$ cat config.mk
export PLATFORM = sky130hd
export DESIGN_NAME = debug_regbank
export DESIGN_NICKNAME = d
export VERILOG_FILES = /design/src/rtl/debug_regbank_pkg.sv /design/src/rtl/debug_regbank_wdog.sv /design/src/rtl/debug_regbank.sv
export SDC_FILE = /design/constraint.sdc
export NUM_CORES = 1
export LEC_CHECK = 0
export ABC_AREA = 1
export CAP_MARGIN = 20
export CORE_MARGIN = 4
export CORE_UTILIZATION = 50
export CTS_BUF_LIST = sky130_fd_sc_hd__clkbuf_8 sky130_fd_sc_hd__clkbuf_16
export CTS_CLUSTER_SIZE = 40
export DETAILED_ROUTE_END_ITERATION = 10
export DONT_BUFFER_PORTS = 1
export GPL_TIMING_DRIVEN = 0
export PLACE_DENSITY = 0.76
export SYNTH_ARGS = -nofsm -noshare
export SYNTH_HDL_FRONTEND = slang
export SYNTH_SLANG_ARGS = --single-unit
$ cat constraint.sdc
create_clock -name CLK -period 4.35 [get_ports CLK]
set_input_delay 0.6525 -clock CLK [delete_from_list [all_inputs] [get_ports CLK]]
set_output_delay 0.6525 -clock CLK [all_outputs]
set_load 0.1 [all_outputs]
$ cat src/rtl/debug_regbank_pkg.sv
// Shared constants for the debug register bank: register offsets, default ID
// and the watchdog state encoding.
package debug_regbank_pkg;

  localparam logic [7:0] OFS_OUT0   = 8'h00;
  localparam logic [7:0] OFS_IN     = 8'h80;
  localparam logic [7:0] OFS_STICKY = 8'h84;
  localparam logic [7:0] OFS_MASK   = 8'h88;
  localparam logic [7:0] OFS_ID     = 8'h8C;
  localparam logic [7:0] OFS_WDOG   = 8'h90;
  localparam logic [7:0] OFS_STATUS = 8'h94;

  localparam logic [31:0] DEFAULT_ID = 32'hDB60_0002;

  typedef logic [1:0] wdog_state_t;
  localparam wdog_state_t WD_IDLE    = 2'd0;
  localparam wdog_state_t WD_RUN     = 2'd1;
  localparam wdog_state_t WD_EXPIRED = 2'd2;

endpackage

$ cat src/rtl/debug_regbank_wdog.sv
// Host-activity watchdog: counts down from the load value between bus accesses
// and emits a one-cycle expire pulse when the host has gone silent.
module debug_regbank_wdog
  import debug_regbank_pkg::*;
(
  input  logic        CLK,
  input  logic        RST,
  input  logic [31:0] load,
  input  logic        access,
  input  logic        load_wr,
  output logic        expire
);

  wdog_state_t state;
  logic [31:0] cnt;

  // Any access in the would-be expiry cycle reloads instead, so the revert never
  // races a bus write.
  assign expire = (state == WD_RUN) && (cnt == 32'd0) && !access;

  always_ff @(posedge CLK) begin
    if (RST) begin
      state <= WD_IDLE;
      cnt   <= 32'd0;
    end else if (load_wr && (load == 32'd0)) begin
      state <= WD_IDLE;
      cnt   <= 32'd0;
    end else begin
      case (state)
        WD_IDLE: begin
          if (load_wr) begin
            state <= WD_RUN;
            cnt   <= load;
          end
        end
        WD_RUN: begin
          if (access) begin
            cnt <= load;
          end else if (cnt == 32'd0) begin
            state <= WD_EXPIRED;
          end else begin
            cnt <= cnt - 32'd1;
          end
        end
        WD_EXPIRED: begin
          if (access) begin
            state <= WD_RUN;
            cnt   <= load;
          end
        end
        default: begin
          state <= WD_IDLE;
          cnt   <= 32'd0;
        end
      endcase
    end
  end

endmodule

$ cat src/rtl/debug_regbank.sv
// Debug register bank on the uartcon_ctrl user bus: output registers, input
// readback with W1C sticky edge capture and IRQ, ID, and a host watchdog.
// DEBUG_REGBANK_IN_SYNC_EN selects a 2-flop synchroniser on IN_DATA.
module debug_regbank
  import debug_regbank_pkg::*;
#(
  parameter int          NUM_OUT   = 4,
  parameter int          OUT_W     = 8,
  parameter int          IN_W      = 8,
  parameter logic [31:0] BASE      = 32'h0000_0000,
  parameter logic [31:0] OUT_RESET = 32'h0000_0000,
  parameter logic [31:0] ID_VALUE  = DEFAULT_ID
) (
  input  logic                     CLK,
  input  logic                     RST,
  input  logic                     U_WRITE,
  input  logic                     U_READ,
  input  logic [31:0]              U_ADRS,
  input  logic [31:0]              U_WDATA,
  output logic [31:0]              U_RDATA,
  output logic [NUM_OUT*OUT_W-1:0] OUT_DATA,
  input  logic [IN_W-1:0]          IN_DATA,
  output logic                     IRQ
);

  localparam logic [5:0] NUM_OUT6 = 6'(NUM_OUT);

  logic [OUT_W-1:0] out_q [NUM_OUT];
  logic [IN_W-1:0]  in_s, in_prev, in_rise, sticky, sticky_clr, mask;
  logic [31:0]      wdog_load, wdog_next, rd_val;
  logic             status, expire, access, wdog_wr;

  logic [7:0] ofs;
  logic [4:0] out_idx;
  logic in_bank, hit_out, wr_out;
  logic sel_in, sel_sticky, sel_mask, sel_id, sel_wdog, sel_status;

  // BASE is 256-byte aligned, so the page compare plus the low byte is an exact match.
  assign ofs        = U_ADRS[7:0];
  assign in_bank    = (U_ADRS[31:8] == BASE[31:8]) && (U_ADRS[1:0] == 2'b00);
  assign out_idx    = ofs[6:2];
  assign hit_out    = in_bank && (ofs < OFS_IN) && ({1'b0, out_idx} < NUM_OUT6);
  assign sel_in     = in_bank && (ofs == OFS_IN);
  assign sel_sticky = in_bank && (ofs == OFS_STICKY);
  assign sel_mask   = in_bank && (ofs == OFS_MASK);
  assign sel_id     = in_bank && (ofs == OFS_ID);
  assign sel_wdog   = in_bank && (ofs == OFS_WDOG);
  assign sel_status = in_bank && (ofs == OFS_STATUS);

  assign wr_out     = U_WRITE && hit_out;
  assign wdog_wr    = U_WRITE && sel_wdog;
  assign access     = U_WRITE || U_READ;
  assign sticky_clr = (U_WRITE && sel_sticky) ? U_WDATA[IN_W-1:0] : '0;
  assign in_rise    = in_s & ~in_prev;

`ifdef DEBUG_REGBANK_IN_SYNC_EN
  logic [IN_W-1:0] in_meta;
  always_ff @(posedge CLK) begin
    if (RST) begin
      in_meta <= '0;
      in_s    <= '0;
    end else begin
      in_meta <= IN_DATA;
      in_s    <= in_meta;
    end
  end
`else
  always_ff @(posedge CLK) begin
    if (RST) in_s <= '0;
    else     in_s <= IN_DATA;
  end
`endif

  // A write to WDOG_LOAD must reload with the new value, not the old register.
  assign wdog_next = wdog_wr ? U_WDATA : wdog_load;

  debug_regbank_wdog u_wdog (
    .CLK     (CLK),
    .RST     (RST),
    .load    (wdog_next),
    .access  (access),
    .load_wr (wdog_wr),
    .expire  (expire)
  );

  always_comb begin
    rd_val = '0;
    if (hit_out) begin
      for (int i = 0; i < NUM_OUT; i++) begin
        if (out_idx == 5'(i)) rd_val[OUT_W-1:0] = out_q[i];
      end
    end else if (sel_in) begin
      rd_val[IN_W-1:0] = in_s;
    end else if (sel_sticky) begin
      rd_val[IN_W-1:0] = sticky;
    end else if (sel_mask) begin
      rd_val[IN_W-1:0] = mask;
    end else if (sel_id) begin
      rd_val = ID_VALUE;
    end else if (sel_wdog) begin
      rd_val = wdog_load;
    end else if (sel_status) begin
      rd_val[0] = status;
    end
  end

  always_comb begin
    OUT_DATA = '0;
    for (int i = 0; i < NUM_OUT; i++) OUT_DATA[i*OUT_W +: OUT_W] = out_q[i];
  end

  always_ff @(posedge CLK) begin
    if (RST) begin
      for (int i = 0; i < NUM_OUT; i++) out_q[i] <= OUT_RESET[OUT_W-1:0];
      in_prev   <= '0;
      sticky    <= '0;
      mask      <= '0;
      wdog_load <= '0;
      status    <= 1'b0;
      IRQ       <= 1'b0;
      U_RDATA   <= '0;
    end else begin
      for (int i = 0; i < NUM_OUT; i++) begin
        if (wr_out && (out_idx == 5'(i))) out_q[i] <= U_WDATA[OUT_W-1:0];
        else if (expire)                   out_q[i] <= OUT_RESET[OUT_W-1:0];
      end
      in_prev <= in_s;
      // A new edge in the same cycle as its W1C clear stays captured.
      sticky  <= (sticky & ~sticky_clr) | in_rise;
      if (U_WRITE && sel_mask) mask      <= U_WDATA[IN_W-1:0];
      if (wdog_wr)             wdog_load <= U_WDATA;
      if (expire)                                   status <= 1'b1;
      else if (U_WRITE && sel_status && U_WDATA[0]) status <= 1'b0;
      IRQ <= |(sticky & mask);
      if (U_READ) U_RDATA <= rd_val;
    end
  end

endmodule
==> impl_metrics.tcl <==
set metrics [dict create \
    status "completed" \
    grt_pass1_vias 7360 \
    ios 141 \
    grt.total_usage 0.278 \
    cp_cell_sequence "inv_1 > ha_1 > nand2_1 > nor2_1 > nand3_1 > nand3b_1 > nor2_1 > nor2_1 > nand2_1" \
    drt-wirelength-per-cell_um 18.2 \
    n_fill_cell 1553 \
    synth_cells 1198 \
    multi_input_area_um2 3990 \
    antenna_found_initial 1 \
    finalSetupTns_ps 0 \
    syn2layout_area_growth_pct 9.91 \
    drive_gt1_frac 0.0650 \
    ys_seq_elements 164 \
    period_needed_ps 2860 \
    final_common_cell "nand2_1" \
    yosysSeqAreaShare 0.432 \
    cts_hold_repair.buffers 0 \
    finalHoldViolCount 0 \
    regArea_um2 3600 \
    rsz0062_at_grt "false" \
    critPathTopFamily "simple AND/OR/NAND/NOR gates" \
    syn-num-nets 1275 \
    clock_tree.root_cell "clkbuf_16" \
    num_antenna_cells 0 \
    synth_top_area_share 0.317 \
    clk_pin_slew_worst_paths_ps 60 \
    drt_pass1_iterations 6 \
    synthFlopType "dfxtp_1" \
    peakVddDrop_mv 0.346 \
    cpMostUsedCell "nor2_1" \
    numCtsBuffers 17 \
    tightest_slew_ps 1020 \
    synth.distinct_cells 47 \
    worstSetupPathType "flip-flop to flip-flop" \
    final_util 0.569 \
    initial_core_util 0.518 \
    coreArea_um2 16100 \
    post_cts_buffers 0 \
    hold_ws_ps 319 \
    clock_path_buffers 2 \
    max_clock_freq_ghz 0.349 \
    final_cells 1446 \
    fin_crit_sh 0.658 \
    wl_mm 26.3 \
    vias 8076 \
    slew_headroom 0.318 \
    synth_area_per_cell_um2 6.97 \
    clk_latency_ps 440 \
    port_buffers 0 \
    yosysTopAreaCell "dfxtp_1" \
    synth-edff-count 32 \
    h-tree-depth 4 \
    antenna_left 0 \
    max_stage_delay_ps 370 \
    worst-endpoint-arrival_ps 2950 \
    worstPathRequired_ps 4440 \
    drt_iter0_markers 881 \
    p_per_area_nw_per_um2 538 \
    crit_path_top_delay_cell "nand2_1" \
    setup_violations 0 \
    yosysWarnings 0 \
    cts_tree "done" \
    crit_path_end_kind "flip-flop" \
    dp_cells 1414 \
    cp_num_buf_inv 1 \
    grt_overflow 0 \
    die_y_um 137 \
    synth_area_um2 8350 \
    route.detailed.drc 0 \
    fin_nets 1294 \
    drv_slew 0 \
    dp.final_hpwl_mm 20.0 \
    dieArea_um2 18800 \
    p_leak_nw 4.02 \
    synthArstFlopShare 0 \
    worstHoldPathType "input port to flip-flop" \
    cap_violations 0 \
    std_cell_rows 46 \
    synth_area_leaders "dfxtp_1 32%, nand2_1 14%, edfxtp_1 12%, nor2_1 9.0%, inv_1 5.4%" \
    gp_congestion 1.02 \
    die_w_um 137 \
    clock_sinks 164 \
    vias_per_cell 5.59 \
    cts_resized 0 \
    start_kind "flip-flop" \
    grt_max_degree 17 \
    final_cell_mix "313 x nand2_1, 200 x nor2_1, 132 x dfxtp_1" \
    critPathMaxFanout 8 \
    skew_ps 10.3 \
    grt_pass1_wl_mm 39.8 \
]
## cell usage after synthesis (12+ instances only)
master and number:
nor2_1 200, o21ai_0 70, inv_1 121, edfxtp_1 32, dfxtp_1 132, nand2_1 313, nand3_1 71, clkbuf_1 31
a21oi_1 47, nor2_2 13, o211ai_1 12, nand4_1 29
## registers in the layout, summed over array words and instances (netlist names), 2 cells and up
signal / count
U_RDATA: 32
in_prev: 8
in_s: 8
mask: 8
out_q: 32
sticky: 8
u_wdog.cnt: 32
u_wdog.state: 2
wdog_load: 32
## final cells by class
type	instances	area share
multi-input cells	857	0.435
flip-flops and latches	164	0.393
inverters	126	0.0516
clock buffers	17	0.0464
plain buffers	51	0.0306
well taps	216	0.0295
clock inverters	15	0.0143
## logic make-up after synthesis
| group | synth area share |
|---|---|
| AND/OR/NAND/NOR | 0.330 |
| AO/OA/AOI/OAI | 0.121 |
| buffers and inverters | 0.0902 |
| flip-flops | 0.432 |
| XOR/XNOR | 0.0147 |
| multiplexers | 0.0108 |
| adder cells (fa/ha/maj) | 0.00150 |
## layer usage
layer	GRT usage	routed length [um]	vias to the layer above
li1	-	-	3919
met4	0.0820	534	2
met2	0.453	12200	431
met1	0.359	10900	3670
met3	0.0840	2720	54
met5	0	13	-
## power breakdown
| part | internal, mW | total [mW] | switching (mW) |
|---|---|---|---|
| combinational | 0.532 | 1.65 | 1.12 |
| clock | 0.792 | 1.45 | 0.655 |
| sequential | 1.64 | 1.84 | 0.205 |
## final timing paths
path	startpoint	end	slack, ps	cells past startpoint
hold reg to reg	in_prev[0]$_SDFF_PP0_	sticky[0]$_SDFF_PP0_	430	1
setup / recovery	u_wdog.cnt[0]$_SDFFE_PP0P_	out_q[2][5]$_SDFFCE_PP0P_	1490	9
hold / removal	IN_DATA[0]	in_s[0]$_SDFF_PP0_	320	2
setup reg to reg	u_wdog.cnt[0]$_SDFFE_PP0P_	out_q[2][5]$_SDFFCE_PP0P_	1490	9
## metrics by stage
step	power [mW]	cell area (um2)	setup WS [ps]
2_1_floorplan	3.07	8350	1820
3_3_place_gp	3.48	8620	1150
3_5_place_dp	3.48	8620	1160
4_1_cts	4.91	9170	1530
5_1_grt	5.18	9170	1270
6_report	4.94	9170	1490
No activity file was read; power rests on OpenSTA's default activity.
